### src/rtl/axi_lite_initiator.sv
// Single-outstanding AXI4-Lite initiator: turns one command into an AW/W or AR/R
// sequence with a per-phase wait limit, then reports completion with a one-cycle pulse.
module axi_lite_initiator #(
    parameter int C_M_AXI_ADDR_WIDTH = 8,
    parameter int C_M_AXI_DATA_WIDTH = 32,
    parameter int TIMEOUT_CYCLES     = 255
) (
    input  logic                          M_AXI_ACLK,
    input  logic                          M_AXI_ARESET,
    input  logic                          cmd_valid,
    output logic                          cmd_ready,
    input  logic                          cmd_write,
    input  logic [C_M_AXI_ADDR_WIDTH-1:0] cmd_addr,
    input  logic [C_M_AXI_DATA_WIDTH-1:0] cmd_wdata,
    output logic                          rsp_valid,
    output logic                          rsp_write,
    output logic                          rsp_timeout,
    output logic [C_M_AXI_DATA_WIDTH-1:0] rsp_rdata,
    output logic [C_M_AXI_ADDR_WIDTH-1:0] M_AXI_AWADDR,
    output logic                          M_AXI_AWVALID,
    input  logic                          M_AXI_AWREADY,
    output logic [C_M_AXI_DATA_WIDTH-1:0] M_AXI_WDATA,
    output logic                          M_AXI_WVALID,
    input  logic                          M_AXI_WREADY,
    output logic [C_M_AXI_ADDR_WIDTH-1:0] M_AXI_ARADDR,
    output logic                          M_AXI_ARVALID,
    input  logic                          M_AXI_ARREADY,
    input  logic [C_M_AXI_DATA_WIDTH-1:0] M_AXI_RDATA,
    input  logic                          M_AXI_RVALID,
    output logic                          M_AXI_RREADY
);

    typedef enum logic [2:0] {
        IDLE    = 3'd0,
        WR_ADDR = 3'd1,
        WR_DATA = 3'd2,
        RD_ADDR = 3'd3,
        RD_DATA = 3'd4,
        RESP    = 3'd5
    } state_t;

    localparam logic [15:0] WAIT_LIMIT = 16'(TIMEOUT_CYCLES - 1);

    state_t                          state_r;
    state_t                          state_nx_s;
    logic                            accept_s;
    logic                            in_phase_s;
    logic                            handshake_s;
    logic                            at_limit_s;
    logic                            timeout_s;
    logic [15:0]                     wait_cnt_r;
    logic [C_M_AXI_ADDR_WIDTH-1:0]   addr_r;
    logic [C_M_AXI_DATA_WIDTH-1:0]   wdata_r;
    logic                            write_r;
    logic                            cmd_ready_r;
    logic                            awvalid_r;
    logic                            wvalid_r;
    logic                            arvalid_r;
    logic                            rready_r;
    logic                            rsp_valid_r;
    logic                            rsp_write_r;
    logic                            rsp_timeout_r;
    logic [C_M_AXI_DATA_WIDTH-1:0]   rsp_rdata_r;

    assign accept_s   = (state_r == IDLE) && cmd_valid;
    assign at_limit_s = (wait_cnt_r == WAIT_LIMIT);

    // Next-state selection; a handshake on the limit cycle wins over the timeout.
    always_comb begin
        state_nx_s  = state_r;
        in_phase_s  = 1'b0;
        handshake_s = 1'b0;
        case (state_r)
            IDLE: begin
                if (cmd_valid) begin
                    state_nx_s = cmd_write ? WR_ADDR : RD_ADDR;
                end else begin
                    state_nx_s = IDLE;
                end
            end
            WR_ADDR: begin
                in_phase_s  = 1'b1;
                handshake_s = awvalid_r && M_AXI_AWREADY;
                if (handshake_s) begin
                    state_nx_s = WR_DATA;
                end else if (at_limit_s) begin
                    state_nx_s = RESP;
                end else begin
                    state_nx_s = WR_ADDR;
                end
            end
            WR_DATA: begin
                in_phase_s  = 1'b1;
                handshake_s = wvalid_r && M_AXI_WREADY;
                if (handshake_s || at_limit_s) begin
                    state_nx_s = RESP;
                end else begin
                    state_nx_s = WR_DATA;
                end
            end
            RD_ADDR: begin
                in_phase_s  = 1'b1;
                handshake_s = arvalid_r && M_AXI_ARREADY;
                if (handshake_s) begin
                    state_nx_s = RD_DATA;
                end else if (at_limit_s) begin
                    state_nx_s = RESP;
                end else begin
                    state_nx_s = RD_ADDR;
                end
            end
            RD_DATA: begin
                in_phase_s  = 1'b1;
                handshake_s = rready_r && M_AXI_RVALID;
                if (handshake_s || at_limit_s) begin
                    state_nx_s = RESP;
                end else begin
                    state_nx_s = RD_DATA;
                end
            end
            RESP: begin
                state_nx_s = IDLE;
            end
            default: begin
                state_nx_s = IDLE;
            end
        endcase
        timeout_s = in_phase_s && !handshake_s && at_limit_s;
    end

    // State register.
    always_ff @(posedge M_AXI_ACLK) begin
        if (M_AXI_ARESET) begin
            state_r <= IDLE;
        end else begin
            state_r <= state_nx_s;
        end
    end

    // Handshake outputs are registered copies of the state being entered, so they
    // never depend combinationally on the responder.
    always_ff @(posedge M_AXI_ACLK) begin
        if (M_AXI_ARESET) begin
            cmd_ready_r <= 1'b1;
            awvalid_r   <= 1'b0;
            wvalid_r    <= 1'b0;
            arvalid_r   <= 1'b0;
            rready_r    <= 1'b0;
            rsp_valid_r <= 1'b0;
            wait_cnt_r  <= 16'd0;
        end else begin
            cmd_ready_r <= (state_nx_s == IDLE);
            awvalid_r   <= (state_nx_s == WR_ADDR);
            wvalid_r    <= (state_nx_s == WR_DATA);
            arvalid_r   <= (state_nx_s == RD_ADDR);
            rready_r    <= (state_nx_s == RD_DATA);
            rsp_valid_r <= (state_nx_s == RESP);
            if (state_nx_s != state_r) begin
                wait_cnt_r <= 16'd0;
            end else if (in_phase_s) begin
                wait_cnt_r <= wait_cnt_r + 16'd1;
            end else begin
                wait_cnt_r <= wait_cnt_r;
            end
        end
    end

    // Command payload capture and response bookkeeping; rsp_* hold between responses.
    always_ff @(posedge M_AXI_ACLK) begin
        if (M_AXI_ARESET) begin
            addr_r        <= {C_M_AXI_ADDR_WIDTH{1'b0}};
            wdata_r       <= {C_M_AXI_DATA_WIDTH{1'b0}};
            write_r       <= 1'b0;
            rsp_write_r   <= 1'b0;
            rsp_timeout_r <= 1'b0;
            rsp_rdata_r   <= {C_M_AXI_DATA_WIDTH{1'b0}};
        end else begin
            if (accept_s) begin
                addr_r  <= cmd_addr;
                wdata_r <= cmd_wdata;
                write_r <= cmd_write;
            end
            if ((state_nx_s == RESP) && (state_r != RESP)) begin
                rsp_write_r   <= write_r;
                rsp_timeout_r <= timeout_s;
                if (timeout_s) begin
                    rsp_rdata_r <= {C_M_AXI_DATA_WIDTH{1'b0}};
                end else if (state_r == RD_DATA) begin
                    rsp_rdata_r <= M_AXI_RDATA;
                end
            end
        end
    end

    assign cmd_ready     = cmd_ready_r;
    assign rsp_valid     = rsp_valid_r;
    assign rsp_write     = rsp_write_r;
    assign rsp_timeout   = rsp_timeout_r;
    assign rsp_rdata     = rsp_rdata_r;
    assign M_AXI_AWADDR  = addr_r;
    assign M_AXI_AWVALID = awvalid_r;
    assign M_AXI_WDATA   = wdata_r;
    assign M_AXI_WVALID  = wvalid_r;
    assign M_AXI_ARADDR  = addr_r;
    assign M_AXI_ARVALID = arvalid_r;
    assign M_AXI_RREADY  = rready_r;

endmodule

### config.mk
export PLATFORM = sky130hd
export DESIGN_NAME = axi_lite_initiator
export DESIGN_NICKNAME = d
export VERILOG_FILES = /design/src/rtl/axi_lite_initiator.sv
export SDC_FILE = /design/constraint.sdc
export NUM_CORES = 1
export LEC_CHECK = 0
export BUFFER_PORTS_ARGS = -buffer_cell sky130_fd_sc_hd__buf_4
export CORE_ASPECT_RATIO = 1.2
export CORE_MARGIN = 1.5
export CORE_UTILIZATION = 39
export DETAILED_ROUTE_END_ITERATION = 7
export GPL_TIMING_DRIVEN = 0
export PLACE_DENSITY = 0.7
export SLEW_MARGIN = 20
export SYNTH_ARGS = -nofsm -noshare
export SYNTH_HDL_FRONTEND = slang
export SYNTH_SLANG_ARGS = --single-unit
### constraint.sdc
create_clock -name M_AXI_ACLK -period 3.4 [get_ports M_AXI_ACLK]
set_clock_uncertainty 0.05 [all_clocks]
set_input_delay 0.85 -clock M_AXI_ACLK [delete_from_list [all_inputs] [get_ports M_AXI_ACLK]]
set_output_delay 0.85 -clock M_AXI_ACLK [all_outputs]
set_load 0.02 [all_outputs]
==> impl_metrics.toml, run 1 <==
[status]
run_status = "finished clean"

[clocking]
clock_latency_reported_for_the_late_side_of_the_worst_skew_pair_ns = 0.34
cts_tree = "built"
post_cts_repair_resize_count = 0
cts_sinks = 100
ctsLongestPathBuffers = 2
htree_num_levels = 3
cts_root_buffer = "sky130_fd_sc_hd__clkbuf_16"
post_cts_hold_buffer_count = 0
worst_setup_hold_path_clk_slew_ns = 0.07
postCtsSetupRepairBufs = 0
cts_buffers = 9

[worst_hold_path]
whs_path_depth = 2
holdCritStartpoint = "M_AXI_WDATA[9]$_SDFFE_PP0P_"
timing.hold.worst_endpoint = "M_AXI_WDATA[9]$_SDFFE_PP0P_"
worst_hold_path_type = "flop to flop"

[detailed_routing]
detailedRoute.firstIterationViolations = 251
route.vias.total = 4159
drc = 0
drt_pass1_iterations = 4
dr_wl_met2_um = 5730
routed_wirelength_um = 11470
final_antenna_net_count = 0
wl_per_cell_um = 13.94
drt-met1-wl_um = 4816
ratio_of_routed_vias_to_standard_cells = 5.053
route.top_layer_used = "met4"
detailroute.wirelength.met3_um = 638

[critical_path]
critical_path.max_fanout = 10
worst_r2r_startpoint = "wait_cnt_r[0]$_SDFFE_PP0N_"
worstSetupPathDepth = 8
worst_path_dominant_cell_family = "compound AO/OA/AOI/OAI gates"
path_buf_inv = 2
ff2ff_path_depth = 8
critical_path_required_ns = 3.56
worst_r2r_endpoint = "wait_cnt_r[9]$_SDFFE_PP0N_"
endpoint_kind = "flop"
crit_path_cell_trace = "inv_1 > ha_1 > nor4b_2 > nand4_1 > o22a_1 > o21ai_1 > clkbuf_1 > nor3_1"
setup.worst_path.class = "flop to flop"
setup.reg_to_reg.worst_slack_ns = 0.81
crit_path_start_kind = "flop"
worst_path_arrival_ns = 2.74
cp_slowest_stage_delay_ns = 0.43
timing.critical_path.slowest_stage_cell = "sky130_fd_sc_hd__o21ai_1"

[place]
port-buffer-count = 167
post-dp-hpwl_um = 8649
gpl.final_weighted_congestion = 0.8319
post-place-cells = 807

[finish]
post-route-util = 0.5616
layout.cells.most_common = "sky130_fd_sc_hd__buf_4"
regArea_mm2 = 0.002002
fillerInstances = 986
layout.cells.most_common_list = "sky130_fd_sc_hd__buf_4 (176), sky130_fd_sc_hd__nand2_1 (126), sky130_fd_sc_hd__dfxtp_1 (100)"
drive_gt1_frac = 0.3055
area.growth.synth_to_final_pct = 40.71
finish.cell_count_without_fillers = 823
ant_cells = 0
multi_input_area_mm2 = 0.001896
finalNetCount = 771

[floorplan]
start_util = 0.3991
num_rows = 41
core-area_mm2 = 0.01047
boundaryPins = 168
overall_die_height_um = 116.4
die-area_mm2 = 0.01134
die_x_um = 97.47

[grt]
total_overflow_reported_by_the_global_router = 0
antenna_found_initial = 0
track_usage = 0.1953
global_route_wire_length_before_repair_um = 18150
maximum_number_of_pins_on_one_net_before_global_route_repair = 19
first_global_vias = 3861

[synthesis]
synthAdderAreaFrac = 0.005992
avgSynthCellArea_um2 = 8.173
synth_largest_area_cell = "sky130_fd_sc_hd__dfxtp_1"
synth.cell_area_mm2 = 0.004177
synth_compound_area_frac = 0.1555
async_flop_share = 0
muxShareOfSynthArea = 0
ys_warn_count = 0
synthDominantCellAreaShare = 0.4793
synth_top_family_by_area = "simple AND/OR/NAND/NOR gates"
yosys.area_share.xor_xnor = 0.03146
synth_fp_nets = 593
ys_dominant_reg_cell = "sky130_fd_sc_hd__dfxtp_1"
synth_sequential_area_ratio = 0.4793
netlist-cell-type-count = 57
yosys-top-cells-area = "sky130_fd_sc_hd__dfxtp_1 (48%), sky130_fd_sc_hd__nand2_1 (11%), sky130_fd_sc_hd__a21oi_1 (5.6%), sky130_fd_sc_hd__nand3_1 (4.9%), sky130_fd_sc_hd__o22ai_1 (4.6%)"
netlist_instances = 511
postSynthRegisterBits = 100
synth_simple_gate_area_frac = 0.2609
synth_edf_count = 0

[sta]
grt_setup_unrepaired = "no"
maxSlewViolCount = 0
headroom_to_the_max_slew_limit = 0.5658
hold_ws_ns = 0.4056
min_period_over_period = 0.7609
layout_min_cycle_time_ns = 2.587
fin_setup_tns_ns = 0
achievable-frequency_mhz = 386.6
tightest_slew_ns = 0.6484
final-setup-viol-count = 0
number_of_failing_hold_endpoints_at_the_final_stage = 0

[flow_run]
max_cap_violations = 0

[pwr]
vdd.ir_drop.worst_v = 0.0002585
power_density_mw_per_mm2 = 451.3
p_leak_nw = 2.368
[logic make-up after synthesis]
| kind of cell | Yosys count |
|---|---|
| adder cells (fa/ha/maj) | 2 |
| XOR/XNOR | 15 |
| AO/OA/AOI/OAI | 105 |
| flip-flops | 100 |
| AND/OR/NAND/NOR | 232 |
| buffers and inverters | 57 |
[layer usage]
| layer | vias to the layer above | global-route usage |
|---|---|---|
| met2 | 129 | 0.3407 |
| met5 | - | 0 |
| met1 | 1899 | 0.2329 |
| li1 | 2109 | - |
| met4 | 0 | 0.09714 |
| met3 | 22 | 0.03591 |
[state kept, by name (all words and copies together) (netlist names), 3 cells and up]
register,flops
state_r,3
M_AXI_WDATA,32
wait_cnt_r,16
rsp_rdata,32
M_AXI_ARADDR,8
[cells in the mapped netlist (2+ instances only)]
library cell,count
sky130_fd_sc_hd__nand2_1,126
sky130_fd_sc_hd__dfxtp_1,100
sky130_fd_sc_hd__a21oi_1,47
sky130_fd_sc_hd__nand3_1,41
sky130_fd_sc_hd__o22ai_1,31
sky130_fd_sc_hd__clkbuf_1,27
sky130_fd_sc_hd__nor3_1,23
sky130_fd_sc_hd__nor2_1,16
sky130_fd_sc_hd__xnor2_1,13
sky130_fd_sc_hd__inv_1,10
sky130_fd_sc_hd__buf_4,9
sky130_fd_sc_hd__buf_2,7
sky130_fd_sc_hd__o21ai_0,4
sky130_fd_sc_hd__and4_1,3
sky130_fd_sc_hd__buf_6,3
sky130_fd_sc_hd__nand4_1,3
sky130_fd_sc_hd__nand4b_1,3
sky130_fd_sc_hd__a211o_1,2
sky130_fd_sc_hd__and3_1,2
sky130_fd_sc_hd__ha_1,2
sky130_fd_sc_hd__o21ai_1,2
sky130_fd_sc_hd__xor2_1,2
[worst max path at each step]
stage	from	slack, ns	endpoint
after detailed placement	cmd_valid	0.70	rsp_rdata[27]$_SDFFE_PP0P_
after global placement	cmd_valid	0.73	rsp_rdata[30]$_SDFFE_PP0P_
after floorplan	cmd_write	1.14	wait_cnt_r[10]$_SDFFE_PP0N_
after CTS	wait_cnt_r[0]$_SDFFE_PP0N_	0.84	wait_cnt_r[9]$_SDFFE_PP0N_
after global routing	wait_cnt_r[1]$_SDFFE_PP0N_	0.55	wait_cnt_r[12]$_SDFFE_PP0N_
final	wait_cnt_r[0]$_SDFFE_PP0N_	0.81	wait_cnt_r[9]$_SDFFE_PP0N_
[layout make-up]
| class | instances | share of cell area |
|---|---|---|
| sequential | 100 | 0.3406 |
| timing repair buffer | 167 | 0.2133 |
| multi-input combinational | 354 | 0.3225 |
| clock inverter | 7 | 0.01022 |
| tap | 129 | 0.02746 |
| clock buffer | 9 | 0.03832 |
| inverter | 11 | 0.007026 |
| buffer | 46 | 0.04045 |
[report_power, final]
part | switching, mW | leakage [nW] | internal, mW
sequential | 0.0289 | 0.813 | 1.22
clock | 0.462 | 0.131 | 0.508
combinational | 0.239 | 1.42 | 0.195
[worst min-delay path, stage by stage, from the launching register on]
cell	delay, ns
sky130_fd_sc_hd__dfxtp_1	0.31
sky130_fd_sc_hd__nand2_1	0.05
sky130_fd_sc_hd__a21oi_1	0.05
[metrics by stage]
stage	instance area, um2	power, mW	setup slack [ns]
global route	5877	2.765	0.5460
floorplan	4177	1.510	1.143
CTS	5877	2.677	0.8445
finish	5877	2.653	0.8131
global placement	5592	1.703	0.7263
detailed placement	5592	1.710	0.6965
(Power assumes the default switching activity.)
==> run 2: changes to the inputs <==
--- a/config.mk
+++ b/config.mk
@@ -5,13 +5,14 @@
 export SDC_FILE = /design/constraint.sdc
 export NUM_CORES = 1
 export LEC_CHECK = 0
+export ABC_AREA = 1
 export BUFFER_PORTS_ARGS = -buffer_cell sky130_fd_sc_hd__buf_4
 export CORE_ASPECT_RATIO = 1.2
 export CORE_MARGIN = 1.5
 export CORE_UTILIZATION = 39
 export DETAILED_ROUTE_END_ITERATION = 7
 export GPL_TIMING_DRIVEN = 0
-export PLACE_DENSITY = 0.7
+export PLACE_DENSITY = 0.69
 export SLEW_MARGIN = 20
 export SYNTH_ARGS = -nofsm -noshare
 export SYNTH_HDL_FRONTEND = slang
==> constraint.sdc (replaced) <==
create_clock -name M_AXI_ACLK -period 2.5 [get_ports M_AXI_ACLK]
set_clock_uncertainty 0.05 [all_clocks]
set_input_delay 0.625 -clock M_AXI_ACLK [delete_from_list [all_inputs] [get_ports M_AXI_ACLK]]
set_output_delay 0.625 -clock M_AXI_ACLK [all_outputs]
set_load 0.02 [all_outputs]
==> run 2 against run 1 <==
Compared with the run above:
- worst setup slack got worse by 0.45 ns
- utilization fell by 0.051 points
- non-clock buffer count shrank 13
- highest routed layer unchanged
- sequential share of layout area shrank 1.6 points
- die area grew 4.5%
- global-route usage increased by 0.14 points
- sequential cell count is the same
==> impl_metrics.toml, run 2 <==
[floorplan]
overall_die_height_um = 119.0
num_rows = 42
core-area_mm2 = 0.01098
boundaryPins = 168
die-area_mm2 = 0.01186
die_x_um = 99.65
start_util = 0.3980

[detailed_routing]
route.vias.total = 4389
drt_pass1_iterations = 4
ratio_of_routed_vias_to_standard_cells = 4.586
routed_wirelength_um = 11630
detailedRoute.firstIterationViolations = 214
final_antenna_net_count = 0
drc = 0
wl_per_cell_um = 12.15

[synthesis]
yosys-top-cells-count = "sky130_fd_sc_hd__nor2_1 (188), sky130_fd_sc_hd__nand2_1 (113), sky130_fd_sc_hd__dfxtp_1 (100)"
async_flop_share = 0
netlist_instances = 642
synth_largest_area_cell = "sky130_fd_sc_hd__dfxtp_1"
synth_edf_count = 0
yosys-top-cells-area = "sky130_fd_sc_hd__dfxtp_1 (46%), sky130_fd_sc_hd__nor2_1 (16%), sky130_fd_sc_hd__nand2_1 (9.7%), sky130_fd_sc_hd__inv_1 (6.5%), sky130_fd_sc_hd__o21ai_0 (5.2%)"
synth.cell_area_mm2 = 0.004372
avgSynthCellArea_um2 = 6.809
ys_warn_count = 0
ys_dominant_reg_cell = "sky130_fd_sc_hd__dfxtp_1"
synthDominantCellAreaShare = 0.4579
yosys.cell_count.top_type = "sky130_fd_sc_hd__nor2_1"
netlist-cell-type-count = 26
synth_sequential_area_ratio = 0.4579
postSynthRegisterBits = 100
synth_fp_nets = 724

[critical_path]
critical_path_required_ns = 2.68
worst_path_arrival_ns = 2.32
ff2ff_path_depth = 12
critical_path.max_fanout = 10
crit_path_start_kind = "flop"
setup.worst_path.class = "flop to flop"
endpoint_kind = "flop"

[pwr]
p_leak_nw = 3.131
power_density_mw_per_mm2 = 698.0
p_total_mw = 4.301
vdd.ir_drop.worst_v = 0.0004027

[place]
post-dp-hpwl_um = 8907
port-buffer-count = 167
gpl.final_weighted_congestion = 0.9176

[grt]
first_global_vias = 4181
antenna_found_initial = 0
global_route_wire_length_before_repair_um = 18710
maximum_number_of_pins_on_one_net_before_global_route_repair = 18
total_overflow_reported_by_the_global_router = 0
track_usage = 0.1967

[sta]
min_period_over_period = 0.8540
tightest_slew_ns = 0.4712
final-setup-viol-count = 0
achievable-frequency_mhz = 468.4
maxSlewViolCount = 0
number_of_failing_hold_endpoints_at_the_final_stage = 0
layout_min_cycle_time_ns = 2.135
fin_setup_tns_ns = 0
grt_setup_unrepaired = "no"
headroom_to_the_max_slew_limit = 0.6858

[worst_hold_path]
worst_hold_path_type = "flop to flop"
whs_path_depth = 2

[clocking]
cts_tree = "built"
post_cts_repair_resize_count = 0
clock_latency_reported_for_the_late_side_of_the_worst_skew_pair_ns = 0.34
cts_root_buffer = "sky130_fd_sc_hd__clkbuf_16"
postCtsSetupRepairBufs = 0
cts_sinks = 100
ctsLongestPathBuffers = 2
post_cts_hold_buffer_count = 0
cts_buffers = 9
worst_setup_hold_path_clk_slew_ns = 0.07
htree_num_levels = 3

[finish]
finalNetCount = 902
fillerInstances = 1053
drive_gt1_frac = 0.2667
layout.cells.most_common_list = "sky130_fd_sc_hd__nor2_1 (188), sky130_fd_sc_hd__buf_4 (176), sky130_fd_sc_hd__nand2_1 (113)"
regArea_mm2 = 0.002002
layout.cells.most_common = "sky130_fd_sc_hd__nor2_1"
ant_cells = 0
multi_input_area_mm2 = 0.001884
area.growth.synth_to_final_pct = 40.96

[status]
run_status = "finished clean"

[flow_run]
max_cap_violations = 0
## run 2: changes by cell type after synthesis, sizes merged, moves of 6 or more
| cell | change |
|---|---|
| nor3 | -13 |
| inv | +70 |
| o22ai | -31 |
| xor2 | +9 |
| nand3 | -25 |
| a21oi | -25 |
| xnor2 | -12 |
| o21ai | +40 |
| clkbuf | -11 |
| nand2 | -6 |
| nor2 | +177 |
## run 2: kinds of logic after synthesis
group,Yosys count,share of synthesized area
adders and majority gates,2,0.005723
DFF,100,0.4579
AOI/OAI and AO/OA,70,0.08128
xor gates and xnor gates,12,0.02404
and+or+nand+nor,345,0.3200
buffers and inverters,113,0.1110
## run 2: critical path, stage by stage (launching register included)
cell and delay [ns]:
sky130_fd_sc_hd__dfxtp_1 0.34, sky130_fd_sc_hd__inv_1 0.11, sky130_fd_sc_hd__ha_1 0.17, sky130_fd_sc_hd__nand3_1 0.10, sky130_fd_sc_hd__nor2_1 0.14, sky130_fd_sc_hd__nand2_2 0.11, sky130_fd_sc_hd__nor2_2 0.13, sky130_fd_sc_hd__nand2_2 0.15
sky130_fd_sc_hd__nand2_2 0.13, sky130_fd_sc_hd__nand3_4 0.15, sky130_fd_sc_hd__buf_2 0.23, sky130_fd_sc_hd__a21oi_1 0.16, sky130_fd_sc_hd__nor2_1 0.06
## run 2: through the flow
step | hold slack (ns) | utilization | cell area [um2] | worst slack, ns | cells
2_1_floorplan | 0.4049 | - | 4372 | 0.6785 | 642
3_3_place_gp | 0.3972 | 0.5272 | 5791 | 0.2943 | 941
3_5_place_dp | 0.4072 | 0.5272 | 5791 | 0.2517 | 941
4_1_cts | 0.4178 | 0.5611 | 6162 | 0.3534 | 957
5_1_grt | 0.4374 | 0.5611 | 6162 | 0.1312 | 957
6_report | 0.4178 | 0.5611 | 6162 | 0.3649 | 957
## run 2: area by class of cell
type | instances | area share
Timing Repair Buffer | 167 | 0.2035
Clock buffer | 9 | 0.03655
Tap cell | 132 | 0.02680
Buffer | 33 | 0.03005
Multi-Input combinational cell | 429 | 0.3058
Inverter | 80 | 0.04873
Clock inverter | 7 | 0.02376
Sequential cell | 100 | 0.3249
## run 2: metal layers
| metal | GRT usage | up-vias | routed length, um |
|---|---|---|---|
| li1 | - | 2291 | - |
| met1 | 0.2194 | 1954 | 4660 |
| met2 | 0.3467 | 117 | 5973 |
| met3 | 0.04167 | 27 | 581 |
| met4 | 0.1048 | 0 | 409 |
| met5 | 0 | - | 0 |
## run 2: final timing paths
path / startpoint / to / slack (ns)
hold / removal: rsp_write$_SDFFE_PP0P_ / rsp_write$_SDFFE_PP0P_ / 0.42
setup reg to reg: wait_cnt_r[0]$_SDFFE_PP0N_ / rsp_rdata[21]$_SDFFE_PP0P_ / 0.36
setup / recovery: wait_cnt_r[0]$_SDFFE_PP0N_ / rsp_rdata[21]$_SDFFE_PP0P_ / 0.36
hold reg to reg: rsp_write$_SDFFE_PP0P_ / rsp_write$_SDFFE_PP0P_ / 0.42
## run 2: report_power, final
group	leakage [nW]	internal, mW	total (mW)	switching (mW)
logic	2.13	0.353	0.831	0.478
registers	0.816	1.70	1.77	0.0681
clock network	0.181	1.09	1.70	0.611
total	3.13	3.14	4.30	1.16
==> run 3: changes to the inputs <==
--- a/config.mk
+++ b/config.mk
@@ -8,7 +8,7 @@
 export ABC_AREA = 1
 export BUFFER_PORTS_ARGS = -buffer_cell sky130_fd_sc_hd__buf_4
 export CORE_ASPECT_RATIO = 1.2
-export CORE_MARGIN = 1.5
+export CORE_MARGIN = 8
 export CORE_UTILIZATION = 39
 export DETAILED_ROUTE_END_ITERATION = 7
 export GPL_TIMING_DRIVEN = 0
==> run 3 against run 2 <==
Compared with the run above:
- combinational power is 1% higher
- die area grew 25%
- worst setup slack lost 0.023 ns
- sequential power hardly changed
- hold slack better by 0.0013 ns
- utilization is 0.28 points lower
- non-clock buffer count is the same
- fmax is 1.0% lower
- critical path depth unchanged
- clock-buffer cell count unchanged
- largest cell class unchanged
- largest power group unchanged
==> impl_metrics.toml, run 3 (synthesis results as in run 2) <==
[status]
run_status = "finished clean"

[sta]
hold_ws_ns = 0.4191
achievable-frequency_mhz = 463.5
maxSlewViolCount = 0
final-setup-viol-count = 0
min_period_over_period = 0.8631
setup_slack_ns = 0.3423
fin_setup_tns_ns = 0
tightest_slew_ns = 0.4578
grt_setup_unrepaired = "no"
number_of_failing_hold_endpoints_at_the_final_stage = 0
headroom_to_the_max_slew_limit = 0.6948
layout_min_cycle_time_ns = 2.158

[finish]
ant_cells = 0
design_area_mm2 = 0.006131
finish.cell_count_without_fillers = 957
area.growth.synth_to_final_pct = 40.24
drive_gt1_frac = 0.2667
layout.cells.most_common_list = "sky130_fd_sc_hd__nor2_1 (188), sky130_fd_sc_hd__buf_4 (176), sky130_fd_sc_hd__nand2_1 (113)"
finalNetCount = 902
fillerInstances = 1023
layout.cells.most_common = "sky130_fd_sc_hd__nor2_1"
post-route-util = 0.5582

[clocking]
postCtsSetupRepairBufs = 0
post_cts_repair_resize_count = 0
cts_tree = "built"
worst_setup_hold_path_clk_slew_ns = 0.07
cts_buffers = 9
cts_root_buffer = "sky130_fd_sc_hd__clkbuf_16"
clock_latency_reported_for_the_late_side_of_the_worst_skew_pair_ns = 0.34
ctsLongestPathBuffers = 2
post_cts_hold_buffer_count = 0
htree_num_levels = 3
cts_sinks = 100

[flow_run]
max_cap_violations = 0

[critical_path]
worst_path_arrival_ns = 2.34
critical_path.max_fanout = 10
worst_r2r_endpoint = "rsp_rdata[16]$_SDFFE_PP0P_"
setup.reg_to_reg.worst_slack_ns = 0.34
crit_path_start_kind = "flop"
critical_path_required_ns = 2.68
setup.worst_path.class = "flop to flop"
endpoint_kind = "flop"
ff2ff_path_depth = 12
worst_r2r_startpoint = "wait_cnt_r[0]$_SDFFE_PP0N_"

[grt]
total_overflow_reported_by_the_global_router = 0
track_usage = 0.1693
maximum_number_of_pins_on_one_net_before_global_route_repair = 17
global_route_wire_length_before_repair_um = 20560
antenna_found_initial = 0
first_global_vias = 4342

[place]
post-dp-hpwl_um = 9986
place_area_mm2 = 0.005791
gpl.final_weighted_congestion = 0.8922
port-buffer-count = 167
post-place-cells = 941
place_ws_ns = 0.2586

[detailed_routing]
drc = 0
ratio_of_routed_vias_to_standard_cells = 4.540
detailedRoute.firstIterationViolations = 160
route.vias.total = 4345
routed_wirelength_um = 12520
drt_pass1_iterations = 4
wl_per_cell_um = 13.08
final_antenna_net_count = 0

[worst_hold_path]
worst_hold_path_type = "flop to flop"
whs_path_depth = 2
holdCritStartpoint = "rsp_write$_SDFFE_PP0P_"
timing.hold.worst_endpoint = "rsp_write$_SDFFE_PP0P_"

[floorplan]
boundaryPins = 168
start_util = 0.3980
overall_die_height_um = 132.0
core-area_mm2 = 0.01098
die-area_mm2 = 0.01487
die_x_um = 112.7
num_rows = 42

[pwr]
vdd.ir_drop.worst_v = 0.0004274
p_leak_nw = 3.112
p_total_mw = 4.180
power_density_mw_per_mm2 = 681.8
## run 3: power by group
part           switching, mW  total, mW  internal [mW]  leakage (nW)
combinational          0.486      0.839          0.353          2.13
clock                  0.596       1.57          0.974         0.161
sequential            0.0676       1.77           1.70         0.816
total                   1.15       4.18           3.03          3.11
## run 3: how the worst max path moves through the flow
stage / end / slack, ns / cells after the start / startpoint
final: rsp_rdata[16]$_SDFFE_PP0P_ / 0.34 / 12 / wait_cnt_r[0]$_SDFFE_PP0N_
after detailed placement: rsp_rdata[16]$_SDFFE_PP0P_ / 0.26 / 12 / M_AXI_AWREADY
after global routing: rsp_rdata[16]$_SDFFE_PP0P_ / 0.10 / 12 / wait_cnt_r[0]$_SDFFE_PP0N_
after floorplan: rsp_rdata[19]$_SDFFE_PP0P_ / 0.68 / 11 / M_AXI_AWREADY
after global placement: rsp_rdata[8]$_SDFFE_PP0P_ / 0.29 / 12 / M_AXI_AWREADY
after CTS: rsp_rdata[16]$_SDFFE_PP0P_ / 0.33 / 12 / wait_cnt_r[0]$_SDFFE_PP0N_
## run 3: layout make-up
cell class / count / area (um2) / share of cell area
Tap cell: 132 / 165.2 / 0.02694
Inverter: 80 / 300.3 / 0.04898
Multi-Input combinational cell: 429 / 1884 / 0.3073
Sequential cell: 100 / 2002 / 0.3265
Clock buffer: 9 / 225.2 / 0.03673
Clock inverter: 7 / 115.1 / 0.01878
Timing Repair Buffer: 167 / 1254 / 0.2045
Buffer: 33 / 185.2 / 0.03020
## run 3: worst max-delay path, stage by stage, from the launching register on
cell                      delay, ns
sky130_fd_sc_hd__dfxtp_1       0.34
sky130_fd_sc_hd__inv_1         0.11
sky130_fd_sc_hd__ha_1          0.17
sky130_fd_sc_hd__nand3_1       0.11
sky130_fd_sc_hd__nor2_1        0.15
sky130_fd_sc_hd__nand2_2       0.11
sky130_fd_sc_hd__nor2_2        0.13
sky130_fd_sc_hd__nand2_2       0.16
sky130_fd_sc_hd__nand2_2       0.14
sky130_fd_sc_hd__nand3_4       0.15
sky130_fd_sc_hd__buf_2         0.23
sky130_fd_sc_hd__a21oi_1       0.16
sky130_fd_sc_hd__nor2_1        0.05
## run 3: layer usage
metal  GRT usage  share of wire  up-vias
met5           0              0        -
li1            -              -     2296
met1      0.1783           0.40     1922
met3     0.05820          0.066       19
met2      0.2996           0.51      108
met4     0.06912          0.023        0
